File: config.mk
export PLATFORM = sky130hd
export DESIGN_NAME = load_store_unit
export DESIGN_NICKNAME = d
export VERILOG_FILES = /design/src/rtl/mips_mem_pkg.sv /design/src/rtl/lsu_lane_align.sv /design/src/rtl/load_store_unit.sv
export SDC_FILE = /design/constraint.sdc
export NUM_CORES = 1
export LEC_CHECK = 0
export CAP_MARGIN = 20
export CORE_ASPECT_RATIO = 2
export CORE_MARGIN = 2
export CORE_UTILIZATION = 45
export DETAILED_ROUTE_END_ITERATION = 8
export HOLD_SLACK_MARGIN = 0.1
export PLACE_DENSITY = 0.85
export SLEW_MARGIN = 5
export SYNTH_ARGS = -nofsm -noshare
export SYNTH_HDL_FRONTEND = slang
export SYNTH_HIERARCHICAL = 1
export SYNTH_SLANG_ARGS = --single-unit
File: constraint.sdc
create_clock -name clock -period 4.6 [get_ports clock]
set_input_delay 0.46 -clock clock [delete_from_list [all_inputs] [get_ports clock]]
set_output_delay 0.46 -clock clock [all_outputs]
set_load 0.005 [all_outputs]
File: src/rtl/mips_mem_pkg.sv
// Shared encodings, FSM state type and lane helper for the MEM-stage load/store path.
package mips_mem_pkg;

   localparam logic [1:0] SIZE_BYTE = 2'b00;
   localparam logic [1:0] SIZE_HALF = 2'b01;
   localparam logic [1:0] SIZE_WORD = 2'b10;

   typedef enum logic {IDLE, WRITE} lsu_state_t;

   // Bit position of the lane's LSB inside a big-endian word.
   function automatic logic [4:0] lane_lsb(input logic [1:0] size, input logic [1:0] offset);
      logic [1:0] lane;
      case (size)
         SIZE_BYTE: lane = 2'd3 - offset;
         SIZE_HALF: lane = 2'd2 - offset;
         default:   lane = 2'd0;
      endcase
      return {lane, 3'b000};
   endfunction

endpackage

File: src/rtl/lsu_lane_align.sv
// Combinational lane extract/extend for loads and lane merge for sub-word stores.
module lsu_lane_align
   import mips_mem_pkg::*;
(
   input  logic [1:0]  size,
   input  logic        is_unsigned,
   input  logic [1:0]  offset,
   input  logic [31:0] read_data,
   input  logic [31:0] store_data,
   output logic [31:0] load_result,
   output logic [31:0] merged_word
);

   logic [4:0]  shift;
   logic [31:0] lane_word;
   logic [31:0] mask;

   always_comb begin
      shift     = lane_lsb(size, offset);
      lane_word = read_data >> shift;
      mask      = 32'hFFFF_FFFF;
      load_result = read_data;
      case (size)
         SIZE_BYTE: begin
            mask        = 32'h0000_00FF;
            load_result = is_unsigned ? {24'h0, lane_word[7:0]}
                                      : {{24{lane_word[7]}}, lane_word[7:0]};
         end
         SIZE_HALF: begin
            mask        = 32'h0000_FFFF;
            load_result = is_unsigned ? {16'h0, lane_word[15:0]}
                                      : {{16{lane_word[15]}}, lane_word[15:0]};
         end
         default: begin
            mask        = 32'hFFFF_FFFF;
            load_result = read_data;
         end
      endcase
      merged_word = (read_data & ~(mask << shift)) | ((store_data & mask) << shift);
   end

endmodule

File: src/rtl/load_store_unit.sv
// MEM-stage load/store front end: whole-word memory accesses, RMW for sub-word stores,
// sign/zero-extended loads, and fault flagging for misaligned or illegal requests.
module load_store_unit
   import mips_mem_pkg::*;
#(
   parameter int unsigned ADDR_BITS = 11
) (
   input  logic        clock,
   input  logic        reset,
   input  logic        req_read,
   input  logic        req_write,
   input  logic [1:0]  req_size,
   input  logic        req_unsigned,
   input  logic [31:0] req_addr,
   input  logic [31:0] req_wdata,
   output logic        busy,
   output logic [31:0] load_data,
   output logic        load_valid,
   output logic        err,
   output logic [31:0] err_addr,
   output logic [31:0] dm_address,
   output logic [31:0] dm_write_data,
   output logic        dm_mem_read,
   output logic        dm_mem_write,
   input  logic [31:0] dm_read_data
);

   lsu_state_t  state_q, state_d;
   logic        busy_q, load_valid_q, err_q;
   logic [31:0] load_data_q, err_addr_q, pend_addr_q, pend_data_q;

   logic [31:0] word_addr;
   logic [31:0] load_result, merged_word;
   logic        illegal, misaligned;
   logic        start_load, fault;

   always_comb begin
      word_addr = '0;
      word_addr[ADDR_BITS-1:2] = req_addr[ADDR_BITS-1:2];
   end

   assign illegal    = (req_read & req_write) | (req_size == 2'b11);
   assign misaligned = ((req_size == SIZE_HALF) & req_addr[0]) |
                       ((req_size == SIZE_WORD) & (req_addr[1:0] != 2'b00));

   lsu_lane_align u_lane_align (
      .size        (req_size),
      .is_unsigned (req_unsigned),
      .offset      (req_addr[1:0]),
      .read_data   (dm_read_data),
      .store_data  (req_wdata),
      .load_result (load_result),
      .merged_word (merged_word)
   );

   // Memory enables are gated by reset so a reset edge never commits a write.
   always_comb begin
      state_d       = state_q;
      dm_mem_read   = 1'b0;
      dm_mem_write  = 1'b0;
      dm_address    = word_addr;
      dm_write_data = req_wdata;
      start_load    = 1'b0;
      fault         = 1'b0;
      if (!reset) begin
         unique case (state_q)
            IDLE: begin
               if (req_read | req_write) begin
                  if (illegal | misaligned) begin
                     fault = 1'b1;
                  end else if (req_read) begin
                     dm_mem_read = 1'b1;
                     start_load  = 1'b1;
                  end else if (req_size == SIZE_WORD) begin
                     dm_mem_write = 1'b1;
                  end else begin
                     dm_mem_read = 1'b1;
                     state_d     = WRITE;
                  end
               end
            end
            WRITE: begin
               dm_mem_write  = 1'b1;
               dm_address    = pend_addr_q;
               dm_write_data = pend_data_q;
               state_d       = IDLE;
            end
            default: state_d = IDLE;
         endcase
      end
   end

   always_ff @(posedge clock) begin
      if (reset) begin
         state_q      <= IDLE;
         busy_q       <= 1'b0;
         load_valid_q <= 1'b0;
         err_q        <= 1'b0;
         load_data_q  <= '0;
         err_addr_q   <= '0;
         pend_addr_q  <= '0;
         pend_data_q  <= '0;
      end else begin
         state_q      <= state_d;
         busy_q       <= (state_d == WRITE);
         load_valid_q <= start_load;
         err_q        <= fault;
         if (start_load) load_data_q <= load_result;
         if (fault) err_addr_q <= req_addr;
         if (state_q == IDLE && state_d == WRITE) begin
            pend_addr_q <= word_addr;
            pend_data_q <= merged_word;
         end
      end
   end

   assign busy       = busy_q;
   assign load_valid = load_valid_q;
   assign load_data  = load_data_q;
   assign err        = err_q;
   assign err_addr   = err_addr_q;

endmodule

==> flow_summary_export.csv <==
group,metric,value,unit
pwr,ir_drop,0.000191,V
place,dp_hpwl,15.2,mm
timing,fin_crit,3.17,ns
pwr,p_per_area,270,mW/mm²
yosys,synth_top_area_share,32.3,%
clock_tree,cts_tree,"done",
global_routing,antenna_found_initial,0,
timing,fmax,0.316,GHz
yosys,synth_cells,903,
die,fp.dieH,176,µm
yosys,ys_seq_area_share,32.3,%
detailed_routing,wl,22.2,mm
die,initial_core_util,45.6,%
layout,antennaDiodeCount,0,
yosys,synth_top_cell_by_area,"dfxtp_1",
worst_setup_path,critPathRequiredTime,4.14,ns
yosys,synth_edf_count,0,
die,coreArea,0.0147,mm²
clock_tree,cts_hold_buf,0,
global_routing,grt_pass1_vias,6780,
yosys,ys_types,53,
worst_setup_path,timing.critical_path.max_delay_family,"simple AND/OR/NAND/NOR gates",
yosys,ys_ff_latch,108,
place,gp_congestion,0.951,
layout,final.fill_count,1305,
detailed_routing,dr.pass1.iters,7,
clock_tree,path_clk_slew,0.07,ns
clock_tree,numCtsBuffers,9,
pwr,p_int,0.00171,W
layout,drive_gt1_share,8.67,%
layout,final_area,0.00898,mm²
pwr,switchingPower,0.000712,W
detailed_routing,via_count,7363,
timing,slew_headroom,28.8,%
place,placed_cell_area,0.00867,mm²
yosys,ys_async_sr_fraction,0,%
yosys,syn_avg_cell_area,7.41,µm²
worst_setup_path,critPathLaunchType,"input port",
worst_setup_path,endpoint_kind,"primary output",
global_routing,grt_first_pass_wirelength,34.7,mm
flow_run,cap_violations,0,
global_routing,grt_max_degree,89,
clock_tree,clock-sinks,108,
worst_setup_path,critPathKind,"in -> out",
detailed_routing,post_drt_via_cell_ratio,5.86,
timing,finalCritPeriodShare,68.9,%
detailed_routing,drc,0,
timing,drv_slew,0,
worst_setup_path,crit_chain,"buf_4 > nand2b_2 > mux2_2 > clkdlybuf4s50_1",
die,rows,63,
place,io_buffers,212,
timing,setup_violations,0,
timing,final.setup_skew,0.00819,ns
timing,final-hold-violation-count,0,
pwr,netSwitchingFraction,29.4,%
worst_setup_path,cp_num_buf_inv,2,
layout,nets,1159,
detailed_routing,final_antenna_net_count,0,
clock_tree,cts_htree_levels,3,
worst_setup_path,cp.arrival,2.71,ns
global_routing,overflow,0,
clock_tree,post_cts_buffers,0,
yosys,synth_area_leaders,"dfxtp_1 (32%), nand2_1 (14%), mux2_2 (6.4%), a21oi_1 (5.8%), o311ai_1 (4.2%)",
timing,fin_setup_tns,0,ns
yosys,yosysWarnings,6,
timing,worst_pin_slew,1.07,ns
yosys,synthesis.area,0.00669,mm²
pwr,p_clk_share,34.0,%
clock_tree,clock_latency,0.35,ns
pwr,power_frac_comb,24.8,%
place,post-place-ws,1.30,ns
worst_setup_path,cpPeakStageDelay,0.93,ns
clock_tree,cts_resized,0,
detailed_routing,wl_per_cell,17.6,µm
worst_setup_path,cp_max_fo,54,
outcome,status,"complete, no violations",
timing,finalWorstSetupSlack,1.43,ns
global_routing,global_route.usage.total,26.7,%
timing,hold_slack,0.455,ns
die,die-area,0.0159,mm²
layout,utilization,61.3,%
yosys,synth_common_cells,"nand2_1 (244), dfxtp_1 (108), a21oi_1 (78)",
timing,rsz0062_at_grt,"no",
yosys,synth-main-ff-cell,"dfxtp_1",
pwr,power.leakage,3.23,nW
yosys,yosysMostFrequentCell,"nand2_1",
die,die_w,90.2,µm
die,ioPinCount,236,
pwr,pwr-share-seq,41.3,%
worst_hold_path,hold_path.class,"reg -> reg",
worst_setup_path,critPathSlowestCell,"nand2b_2",
clock_tree,clk_path_buf_depth,2,
clock_tree,cts_root_buffer,"clkbuf_16",
detailed_routing,drt_iter0_markers,874,
layout,syn_to_final_growth,34.2,%
power by group through the flow:
stage	registers, W	clock network (W)	logic [W]
2_1_floorplan	0.00102	0	0.000309
3_3_place_gp	0.00102	0	0.000576
3_5_place_dp	0.00102	0	0.000585
4_1_cts	0.000999	0.000834	0.000589
5_1_grt	0.00100	0.000868	0.000644
6_report	0.000999	0.000822	0.000600
cell type report:
| type | count | area (µm²) | share of cell area [%] |
|---|---|---|---|
| inverter | 6 | 22.5 | 0.251 |
| tap | 195 | 244 | 2.72 |
| timing repair buffer | 219 | 2170 | 24.1 |
| clock inverter | 7 | 81.3 | 0.906 |
| multi-input combinational | 712 | 4080 | 45.4 |
| clock buffer | 9 | 225 | 2.51 |
| sequential | 108 | 2160 | 24.1 |
metal layers:
layer / routed length (µm) / global-route usage (%) / vias up / part of all wire [%]
met5: 0 / 0 / - / 0
met4: 892 / 11.1 / 0 / 4.0
met3: 2120 / 6.32 / 73 / 9.6
met2: 10300 / 43.8 / 432 / 47
met1: 8820 / 33.5 / 3438 / 40
li1: - / - / 3420 / -
cells in the final DEF, fill, tap and decap left out, types with 3 or more instances in the layout:
master / instances
buf_4: 8
inv_1: 3
clkbuf_16: 9
o21ai_1: 9
inv_6: 3
a21oi_1: 78
o311ai_1: 32
mux2_2: 38
nand3_1: 9
conb_1: 23
a222oi_1: 6
o22ai_1: 12
nand2b_1: 35
inv_2: 3
nor3_1: 3
nand3_2: 10
dfxtp_1: 108
nand2_1: 244
o21ai_0: 23
mux2_1: 3
mux2i_1: 5
a22oi_1: 32
nor2_1: 44
nor2b_1: 34
a31oi_1: 39
clkdlybuf4s50_1: 210
path summary, 6_finish.rpt:
check	start	end	slack, ns	depth (start not counted)
worst max-delay path	reset	dm_write_data[15]	1.43	4
worst min-delay path	load_data[15]	load_data[15]	0.45	2
worst max register to register	busy	err_addr[5]	2.57	3
worst min register to register	load_data[15]	load_data[15]	0.45	2
kinds of logic (layout without fill, tap and decap cells):
group / after synthesis / after routing / synth area share, %
DFF: 108 / 108 / 32.3
AOI/OAI and AO/OA: 248 / 248 / 24.4
buffers and inverters: 105 / 241 / 8.41
and+or+nand+nor: 393 / 393 / 26.6
muxes: 46 / 46 / 7.65
other: 1 / 23 / 0.0560
xor gates and xnor gates: 2 / 2 / 0.542
registers in the layout, indices dropped and copies added, names as in the netlist:
register and flops:
busy 1, err 1, err_addr 32, load_data 32
load_valid 1, pend_addr_q 9, pend_data_q 32
per-stage QoR:
step	total power [W]	std cells
floorplan	0.00133	925
global placement	0.00160	1240
detailed placement	0.00161	1240
CTS	0.00242	1256
global route	0.00252	1256
finish	0.00242	1256
worst min-delay path, delay by kind of cell (launching register included):
family | cells | cell delay, ns
AND/OR/NAND/NOR | 1 | 0.05
flip-flops | 1 | 0.31
AO/OA/AOI/OAI | 1 | 0.05
(Power assumes the default switching activity.)
